--- src/rtl/uart_pkg.sv ---
// Shared definitions for the UART byte receiver: FSM states, oversampling
// constants and the baud divider calculation.
package uart_pkg;

    typedef enum logic [2:0] {
        IDLE,
        START,
        DATA,
        PARITY,
        STOP,
        BREAK
    } rx_state_t;

    localparam int OVERSAMPLE   = 16;
    localparam int SAMPLE_POINT = 7;

    // Rounded divider from system clock to the 16x oversampling tick rate.
    function automatic int calc_div(input int clk_hz, input int baud);
        return (clk_hz + (OVERSAMPLE * baud) / 2) / (OVERSAMPLE * baud);
    endfunction

endpackage

--- src/rtl/uart_baud_tick.sv ---
// Oversampling tick generator: free-running 0..DIV-1 counter that emits a
// one-clock tick on DIV-1 and can be re-phased with clear.
module uart_baud_tick #(
    parameter int DIV = 54
) (
    input  logic clk,
    input  logic reset,
    input  logic clear,
    output logic tick
);
    localparam int CW = (DIV > 1) ? $clog2(DIV) : 1;
    localparam logic [CW-1:0] LAST = CW'(DIV - 1);

    logic [CW-1:0] cnt_reg;

    // Count up and wrap at DIV-1; clear restarts the phase from zero.
    always_ff @(posedge clk or posedge reset) begin
        if (reset) begin
            cnt_reg <= '0;
        end else if (clear || cnt_reg == LAST) begin
            cnt_reg <= '0;
        end else begin
            cnt_reg <= cnt_reg + 1'b1;
        end
    end

    // A tick coinciding with a clear would belong to the old phase, so drop it.
    assign tick = (cnt_reg == LAST) && !clear;

endmodule

--- src/rtl/uart_rx_byte.sv ---
// 8-bit UART receiver, LSB first, one parity bit, one stop bit, 16x
// oversampling. Define UART_RX_MAJORITY_EN to take each bit as the 2-of-3
// majority of the samples at counts 6, 7 and 8 instead of a single sample.
module uart_rx_byte
    import uart_pkg::*;
#(
    parameter int CLK_FREQ_HZ = 100_000_000,
    parameter int BAUD        = 115_200,
    parameter int PARITY_ODD  = 0
) (
    input  logic       clk,
    input  logic       reset,
    input  logic       uart_rx,
    output logic [7:0] rx_data,
    output logic       rx_ready,
    output logic       rx_parity_error,
    output logic       rx_frame_error
);
    localparam int         DIV     = calc_div(CLK_FREQ_HZ, BAUD);
    localparam logic [3:0] SP      = 4'(SAMPLE_POINT);
    localparam logic       PAR_ODD = (PARITY_ODD != 0);

    rx_state_t  state_reg, state_next;
    logic       sync1_reg, sync2_reg;
    logic       rxs;
    logic       tick;
    logic       clear_cnt;
    logic [3:0] samp_cnt_reg;
    logic [2:0] bit_idx_reg;
    logic [7:0] shreg_reg;
    logic       parity_bit_reg;
    logic       high_seen_reg;
    logic [7:0] rx_data_reg;
    logic       rx_ready_reg, rx_perr_reg, rx_ferr_reg;
    logic       decide, bit_val;
    logic       shift_en, par_cap, accept, frame_err;

    // Two-flop synchroniser; idles high so reset does not look like a start bit.
    always_ff @(posedge clk or posedge reset) begin
        if (reset) begin
            sync1_reg <= 1'b1;
            sync2_reg <= 1'b1;
        end else begin
            sync1_reg <= uart_rx;
            sync2_reg <= sync1_reg;
        end
    end
    assign rxs = sync2_reg;

    uart_baud_tick #(.DIV(DIV)) u_tick (
        .clk   (clk),
        .reset (reset),
        .clear (clear_cnt),
        .tick  (tick)
    );

    // Tick counter within a bit period; realigned to the start edge.
    always_ff @(posedge clk or posedge reset) begin
        if (reset) begin
            samp_cnt_reg <= '0;
        end else if (clear_cnt) begin
            samp_cnt_reg <= '0;
        end else if (tick) begin
            samp_cnt_reg <= samp_cnt_reg + 4'd1;
        end
    end

`ifdef UART_RX_MAJORITY_EN
    logic s6_reg, s7_reg;

    // Hold the first two of the three votes until the decision at count 8.
    always_ff @(posedge clk or posedge reset) begin
        if (reset) begin
            s6_reg <= 1'b1;
            s7_reg <= 1'b1;
        end else if (tick) begin
            if (samp_cnt_reg == SP - 4'd1) s6_reg <= rxs;
            if (samp_cnt_reg == SP)        s7_reg <= rxs;
        end
    end

    assign decide  = tick && (samp_cnt_reg == SP + 4'd1);
    assign bit_val = (s6_reg & s7_reg) | (s6_reg & rxs) | (s7_reg & rxs);
`else
    assign decide  = tick && (samp_cnt_reg == SP);
    assign bit_val = rxs;
`endif

    // FSM state register.
    always_ff @(posedge clk or posedge reset) begin
        if (reset) begin
            state_reg <= IDLE;
        end else begin
            state_reg <= state_next;
        end
    end

    // Next-state and per-bit control strobes.
    always_comb begin
        state_next = state_reg;
        clear_cnt  = 1'b0;
        shift_en   = 1'b0;
        par_cap    = 1'b0;
        accept     = 1'b0;
        frame_err  = 1'b0;
        case (state_reg)
            IDLE: begin
                if (!rxs) begin
                    clear_cnt  = 1'b1;
                    state_next = START;
                end
            end
            START: begin
                if (decide) state_next = bit_val ? IDLE : DATA;
            end
            DATA: begin
                if (decide) begin
                    shift_en = 1'b1;
                    if (bit_idx_reg == 3'd7) state_next = PARITY;
                end
            end
            PARITY: begin
                if (decide) begin
                    par_cap    = 1'b1;
                    state_next = STOP;
                end
            end
            STOP: begin
                if (decide) begin
                    if (bit_val) begin
                        accept     = 1'b1;
                        state_next = IDLE;
                    end else begin
                        frame_err  = 1'b1;
                        state_next = BREAK;
                    end
                end
            end
            BREAK: begin
                // Line must read high on two consecutive ticks to leave a break.
                if (tick && rxs && high_seen_reg) state_next = IDLE;
            end
            default: state_next = IDLE;
        endcase
    end

    // Shift register, bit index, parity capture and break high-detector.
    always_ff @(posedge clk or posedge reset) begin
        if (reset) begin
            shreg_reg      <= '0;
            bit_idx_reg    <= '0;
            parity_bit_reg <= 1'b0;
            high_seen_reg  <= 1'b0;
        end else begin
            if (shift_en) begin
                shreg_reg   <= {bit_val, shreg_reg[7:1]};
                bit_idx_reg <= bit_idx_reg + 3'd1;
            end else if (state_reg != DATA) begin
                bit_idx_reg <= '0;
            end
            if (par_cap) parity_bit_reg <= bit_val;
            if (state_reg != BREAK) begin
                high_seen_reg <= 1'b0;
            end else if (tick) begin
                high_seen_reg <= rxs;
            end
        end
    end

    // Registered outputs: data and parity flag update only on a good stop bit.
    always_ff @(posedge clk or posedge reset) begin
        if (reset) begin
            rx_data_reg  <= '0;
            rx_ready_reg <= 1'b0;
            rx_perr_reg  <= 1'b0;
            rx_ferr_reg  <= 1'b0;
        end else begin
            rx_ready_reg <= accept;
            rx_ferr_reg  <= frame_err;
            if (accept) begin
                rx_data_reg <= shreg_reg;
                rx_perr_reg <= (^shreg_reg ^ parity_bit_reg) != PAR_ODD;
            end
        end
    end

    assign rx_data         = rx_data_reg;
    assign rx_ready        = rx_ready_reg;
    assign rx_parity_error = rx_perr_reg;
    assign rx_frame_error  = rx_ferr_reg;

endmodule

--- config.mk ---
export PLATFORM = sky130hd
export DESIGN_NAME = uart_rx_byte
export DESIGN_NICKNAME = d
export VERILOG_FILES = /design/src/rtl/uart_pkg.sv /design/src/rtl/uart_baud_tick.sv /design/src/rtl/uart_rx_byte.sv
export SDC_FILE = /design/constraint.sdc
export NUM_CORES = 1
export LEC_CHECK = 0
export CAP_MARGIN = 25
export CORE_MARGIN = 3
export CORE_UTILIZATION = 59
export CTS_BUF_LIST = sky130_fd_sc_hd__clkbuf_8
export DETAILED_ROUTE_END_ITERATION = 7
export PLACE_DENSITY = 0.8
export SLEW_MARGIN = 20
export SYNTH_ARGS = -nofsm -noshare
export SYNTH_HDL_FRONTEND = slang
export SYNTH_SLANG_ARGS = --single-unit
--- constraint.sdc ---
create_clock -name clk -period 2.61 [get_ports clk]
set_clock_uncertainty 0.1 [all_clocks]
set_input_delay 0.522 -clock clk [delete_from_list [all_inputs] [get_ports clk]]
set_output_delay 0.522 -clock clk [all_outputs]
set_load 0.02 [all_outputs]
=== Word level (Yosys, flattened, before mapping) ===
Index checks and enable logic that the tools add are counted.

* Bitwise operators: 1
* Reductions and logical operators: 12
* Muxes and demuxes: 27
* Eq/ne operators: 17
* $add $sub $neg: 3

{| class="wikitable"
|+ Operators with widths
! cell !! number
|-
| $mux 3 || 10
|-
| $pmux 3 s6 || 1
|-
| $ne 2x2->1 const B || 7
|-
| $mux 1 || 12
|-
| $eq 3x3->1 const B || 3
|-
| $mux 4 || 2
|-
| $reduce_xor 8->1 || 1
|-
| $reduce_and 7->1 || 1
|-
| $add 6x1->6 const B || 1
|-
| $eq 3x2->1 const B || 2
|-
| $eq 6x6->1 const B || 1
|-
| $mux 6 || 1
|-
| $reduce_bool 2->1 || 3
|-
| $add 4x1->4 const B || 1
|-
| $eq 4x3->1 const B || 1
|-
| $logic_and 1x1->1 || 4
|-
| $add 3x1->3 const B || 1
|-
| $eq 3x1->1 const B || 1
|-
| $logic_not 3->1 || 1
|-
| $ne 3x2->1 const B || 1
|-
| $ne 3x3->1 const B || 1
|-
| $mux 2 || 1
|-
| $logic_not 1->1 || 1
|-
| $logic_or 1x1->1 || 1
|-
| $xor 1x1->1 || 1
|}

* Input port bits: 3
* Bits in registers: 39

=== Depth between registers and ports, before layout ===
* Depth in word-level cells: 8
* Mapped depth: 7

=== Cells and area by module ===
Synthesis repeated with hierarchy kept, for this count alone.

* Cell total of the unflattened synthesis: 165
* Area total of the unflattened synthesis: 1861.8 um^2

{| class="wikitable"
|+ By module, submodules not included
! module !! times used !! cells an instance !! area an instance (um^2)
|-
| uart_rx_byte || 1 || 137 || 1566.5
|-
| uart_baud_tick || 1 || 28 || 295.3
|}

=== Worst setup path before layout ===
Ideal clock, no wire load.

* Path type: reg2reg
* Start: register u_tick.cnt_reg[1]
* End: register rx_data_reg[0] (netlist: rx_data[0])
* Arrival: 1.649 ns
* Required time: 2.385 ns
* Setup time: 0.125 ns
* Stages on the path, launching flop included: 7
* Slack: 0.736 ns
* Cells stage by stage: dfrtp_1 inv_1 ha_1 nand3b_4 nor3_4 nand3_4 mux2_2

* Longest elaborated chain between the ends: 5

{| class="wikitable"
|+ RTL lines
! item !! RTL line !! text
|-
| from (decl) || uart_baud_tick.sv:14 || <nowiki>logic [CW-1:0] cnt_reg;</nowiki>
|-
| from (signal assigned) || uart_baud_tick.sv:23 || <nowiki>cnt_reg <= cnt_reg + 1'b1;</nowiki>
|-
| $eq 6x6->1 || uart_baud_tick.sv:28 || <nowiki>assign tick = (cnt_reg == LAST) && !clear;</nowiki>
|-
| $logic_and 1x1->1 || uart_baud_tick.sv:28 ||
|-
| $logic_and 1x1->1 || uart_rx_byte.sv:85 || <nowiki>assign decide = tick && (samp_cnt_reg == SP);</nowiki>
|-
| $mux 1 || uart_rx_byte.sv:129 || <nowiki>if (decide) begin</nowiki>
|-
| $mux 1 || uart_rx_byte.sv:106 || <nowiki>case (state_reg)</nowiki>
|-
| to (signal assigned) || uart_rx_byte.sv:181 || <nowiki>rx_data_reg <= shreg_reg;</nowiki>
|-
| to (decl) || uart_rx_byte.sv:33 || <nowiki>logic [7:0] rx_data_reg;</nowiki>
|}

No other way between the ends.
A chain may end at the register's enable or synchronous reset.

=== Worst setup path in the final report ===
* Start: register u_tick.cnt_reg[1]
* End: register rx_data_reg[1] (netlist: rx_data[1])

The elaborated chain is that of the path after synthesis.

==> impl_metrics.py <==
metrics = {
    "outcome": {
        "outcome": "finished, final reports clean",
    },
    "synthesis": {
        "post_synthesis_async_set_or_reset_flop_share": 1.000,
        "synthFlopType": "dfrtp_1",
        "synth_cell_type_count": 33,
        "netlist_top_cells_area": "dfrtp_1 (52%), mux2_2 (11%), xnor2_1 (5.4%), ha_1 (3.5%), nor2_1 (3.4%)",
        "synth_top_cell_by_area": "dfrtp_1",
        "synth_most_common_cell": "dfrtp_1",
        "synth.ff_latch_count": 39,
        "ys_warn_count": 0,
        "mappedNetlistArea_um2": 1790,
        "post_synth_most_frequent_cells": "dfrtp_1 (37), mux2_2 (18), nor2_1 (16)",
        "synthDominantCellAreaShare": 0.5171,
        "cell_count_after_synthesis": 144,
        "post_synth.cell_area_avg_um2": 12.43,
        "synth_enable_flop_cells": 0,
        "seq_area_frac_synth": 0.5465,
        "syn_nets": 152,
    },
    "cts": {
        "insertion_delay_ns": 0.29,
        "cts_root_buf": "clkbuf_8",
        "cts_buffers": 5,
        "holdBufCountCts": 0,
        "cts-resized-gates": 0,
        "cts_tree": "yes",
        "htree_num_levels": 2,
        "clk_transition_reported_paths_ns": 0.07,
        "cts.path.max_buffers": 2,
        "cts_sinks": 39,
        "postCtsSetupRepairBufs": 0,
    },
    "worst_hold_path": {
        "holdCritPathClass": "reg -> reg",
        "hold_depth": 0,
    },
    "worst_setup_path": {
        "total_stage_count_of_the_critical_path": 6,
        "cp-end-kind": "flip-flop",
        "cp.buffers_inverters": 1,
        "timing.critical_path.cells": "inv_1, ha_1, nand3b_4, nor3_4, nand3_4, mux2_2",
        "worstSetupStartpointType": "flip-flop",
        "timing.critical_path.max_delay_family": "simple AND/OR/NAND/NOR gates",
        "crit_path_max_incr_delay_ns": 0.49,
        "critical-path-slowest-cell": "nor3_4",
        "path_class": "reg -> reg",
        "timing.reg2reg.worst_path_depth": 6,
        "worst-endpoint-arrival_ns": 2.17,
        "path_max_fanout": 10,
        "required_ns": 2.68,
    },
    "routing": {
        "met1_length_mm": 1.306,
        "final_routed_wirelength_across_all_metal_layers_mm": 2.790,
        "wl_met2_mm": 1.325,
        "drt_first_pass_iters": 4,
        "drt_drc_violations_left": 0,
        "ant_nets": 0,
        "detail_route.vias_per_cell": 5.655,
        "detailedRoute.firstIterationViolations": 49,
        "post_drt_wl_per_cell_um": 14.38,
        "met3WireLength_um": 102,
        "total_via_count_in_the_routed_design": 1097,
        "top_signal_layer_used": "met4",
    },
    "global_route": {
        "groute.usage.overall": 0.1830,
        "gr-total-overflow": 0,
        "grt_antenna_before_repair": 0,
        "grt_max_degree": 40,
        "wire_length_of_the_first_global_routing_pass_mm": 4.850,
        "first_global_vias": 1107,
    },
    "power_and_ir_drop": {
        "power.density_cell_area_nw_per_um2": 505.2,
        "power_leakage_nw": 1.021,
        "power.ir.vdd_worst_mv": 0.4447,
    },
    "layout": {
        "antennaDiodeCount": 0,
        "final_net_count": 170,
        "final.fill_count": 190,
        "post_layout_instance_count_excluding_filler_cells": 194,
        "syn2layout_area_growth_pct": 14.74,
        "post_route_cells_drive_above_1_share": 0.2270,
    },
    "place": {
        "dp_hpwl_mm": 1.973,
        "io_buffers": 13,
        "numPlacedInstances": 186,
        "place.gp.congestion": 0.8061,
    },
    "sta": {
        "worstMarginPinSlew_ns": 0.5392,
        "grt_setup_unrepaired": "false",
        "hold_viol": 0,
        "timing.slew.headroom": 0.6394,
        "tns_ns": 0,
        "finalSetupViolCount": 0,
        "finalWorstPathRequiredPeriod_ns": 2.100,
        "fmax_ghz": 0.4761,
        "finalMaxSlewViolations": 0,
        "period_share": 0.8047,
    },
    "die": {
        "die_area_um2": 3732,
        "placement_rows": 19,
        "die_h_um": 61.09,
        "core-area_um2": 2829,
        "floorplan.initialDensity": 0.6329,
        "fp.dieW_um": 61.09,
        "ioPinCount": 14,
    },
    "job": {
        "drv_cap": 0,
    },
}
## per-stage QoR
stage	setup WS, ns	util	cell area, um2	hold slack, ns	power (mW)
after detailed placement	0.5209	0.6926	1959	0.2528	0.6384
after floorplan	0.7364	-	1790	0.2452	0.6306
final	0.5098	0.7262	2054	0.2626	1.038
after CTS	0.4912	0.7262	2054	0.2635	1.053
after global routing	0.3564	0.7262	2054	0.2664	1.081
after global placement	0.5926	0.6926	1959	0.2464	0.6376
## metal layers
| metal | vias up | track usage |
|---|---|---|
| met2 | 19 | 0.2674 |
| met1 | 540 | 0.2466 |
| met3 | 6 | 0.06289 |
| met4 | 0 | 0.08359 |
| met5 | - | 0 |
| li1 | 532 | - |
## worst paths after layout
kind | slack [ns] | start | end
min reg2reg | 0.26 | sync1_reg | bit_val
min | 0.26 | sync1_reg | bit_val
max reg2reg | 0.51 | u_tick.cnt_reg[1] | rx_data[1]
min in group asynchronous | 0.55 | reset | rx_data[7]
max in group asynchronous | 1.52 | reset | sync1_reg
max | 0.51 | u_tick.cnt_reg[1] | rx_data[1]
## cell type report
class | count | area (um2) | area share
flip-flops and latches | 39 | 978.4 | 0.4762
repair buffers | 15 | 145.1 | 0.07065
multi-input cells | 95 | 774.5 | 0.3770
well taps | 31 | 38.79 | 0.01888
clock buffers | 6 | 82.58 | 0.04019
inverters | 6 | 22.52 | 0.01096
clock inverters | 2 | 12.51 | 0.006090
## logic make-up (layout without fill, tap and decap cells)
family	after synthesis	count (layout)	synth area share
simple gates	43	43	0.1509
flops	39	39	0.5465
mux	20	20	0.1244
xor+xnor	15	15	0.08106
compound gates	12	12	0.04124
buf+inv	10	29	0.02096
fa+ha+maj	5	5	0.03494
## power breakdown
part	internal (mW)	switching [mW]	leakage [nW]
clock network	0.212	0.200	0.0526
logic	0.00426	0.0122	0.446
registers	0.607	0.00244	0.523
total	0.823	0.215	1.02
## placed cells by master, fill, tap and decap left out, types with 2 or more instances in the layout
| cell | synthesis | layout |
|---|---|---|
| nand2_1 | 4 | 4 |
| nand3_4 | 2 | 2 |
| nor2_1 | 16 | 16 |
| mux2i_1 | 2 | 2 |
| nand3_1 | 5 | 5 |
| nor4_1 | 2 | 2 |
| a21oi_1 | 4 | 4 |
| nand3b_1 | 2 | 2 |
| dfrtp_1 | 37 | 37 |
| o21ai_0 | 4 | 4 |
| ha_1 | 5 | 5 |
| clkdlybuf4s50_1 | 0 | 13 |
| xnor2_1 | 11 | 11 |
| dfstp_2 | 2 | 2 |
| nor3_1 | 2 | 2 |
| xor2_1 | 3 | 3 |
| clkbuf_8 | 0 | 6 |
| buf_4 | 0 | 2 |
| inv_1 | 6 | 7 |
| mux2_2 | 18 | 18 |
Note: power is estimated with default switching activity, not from simulation.
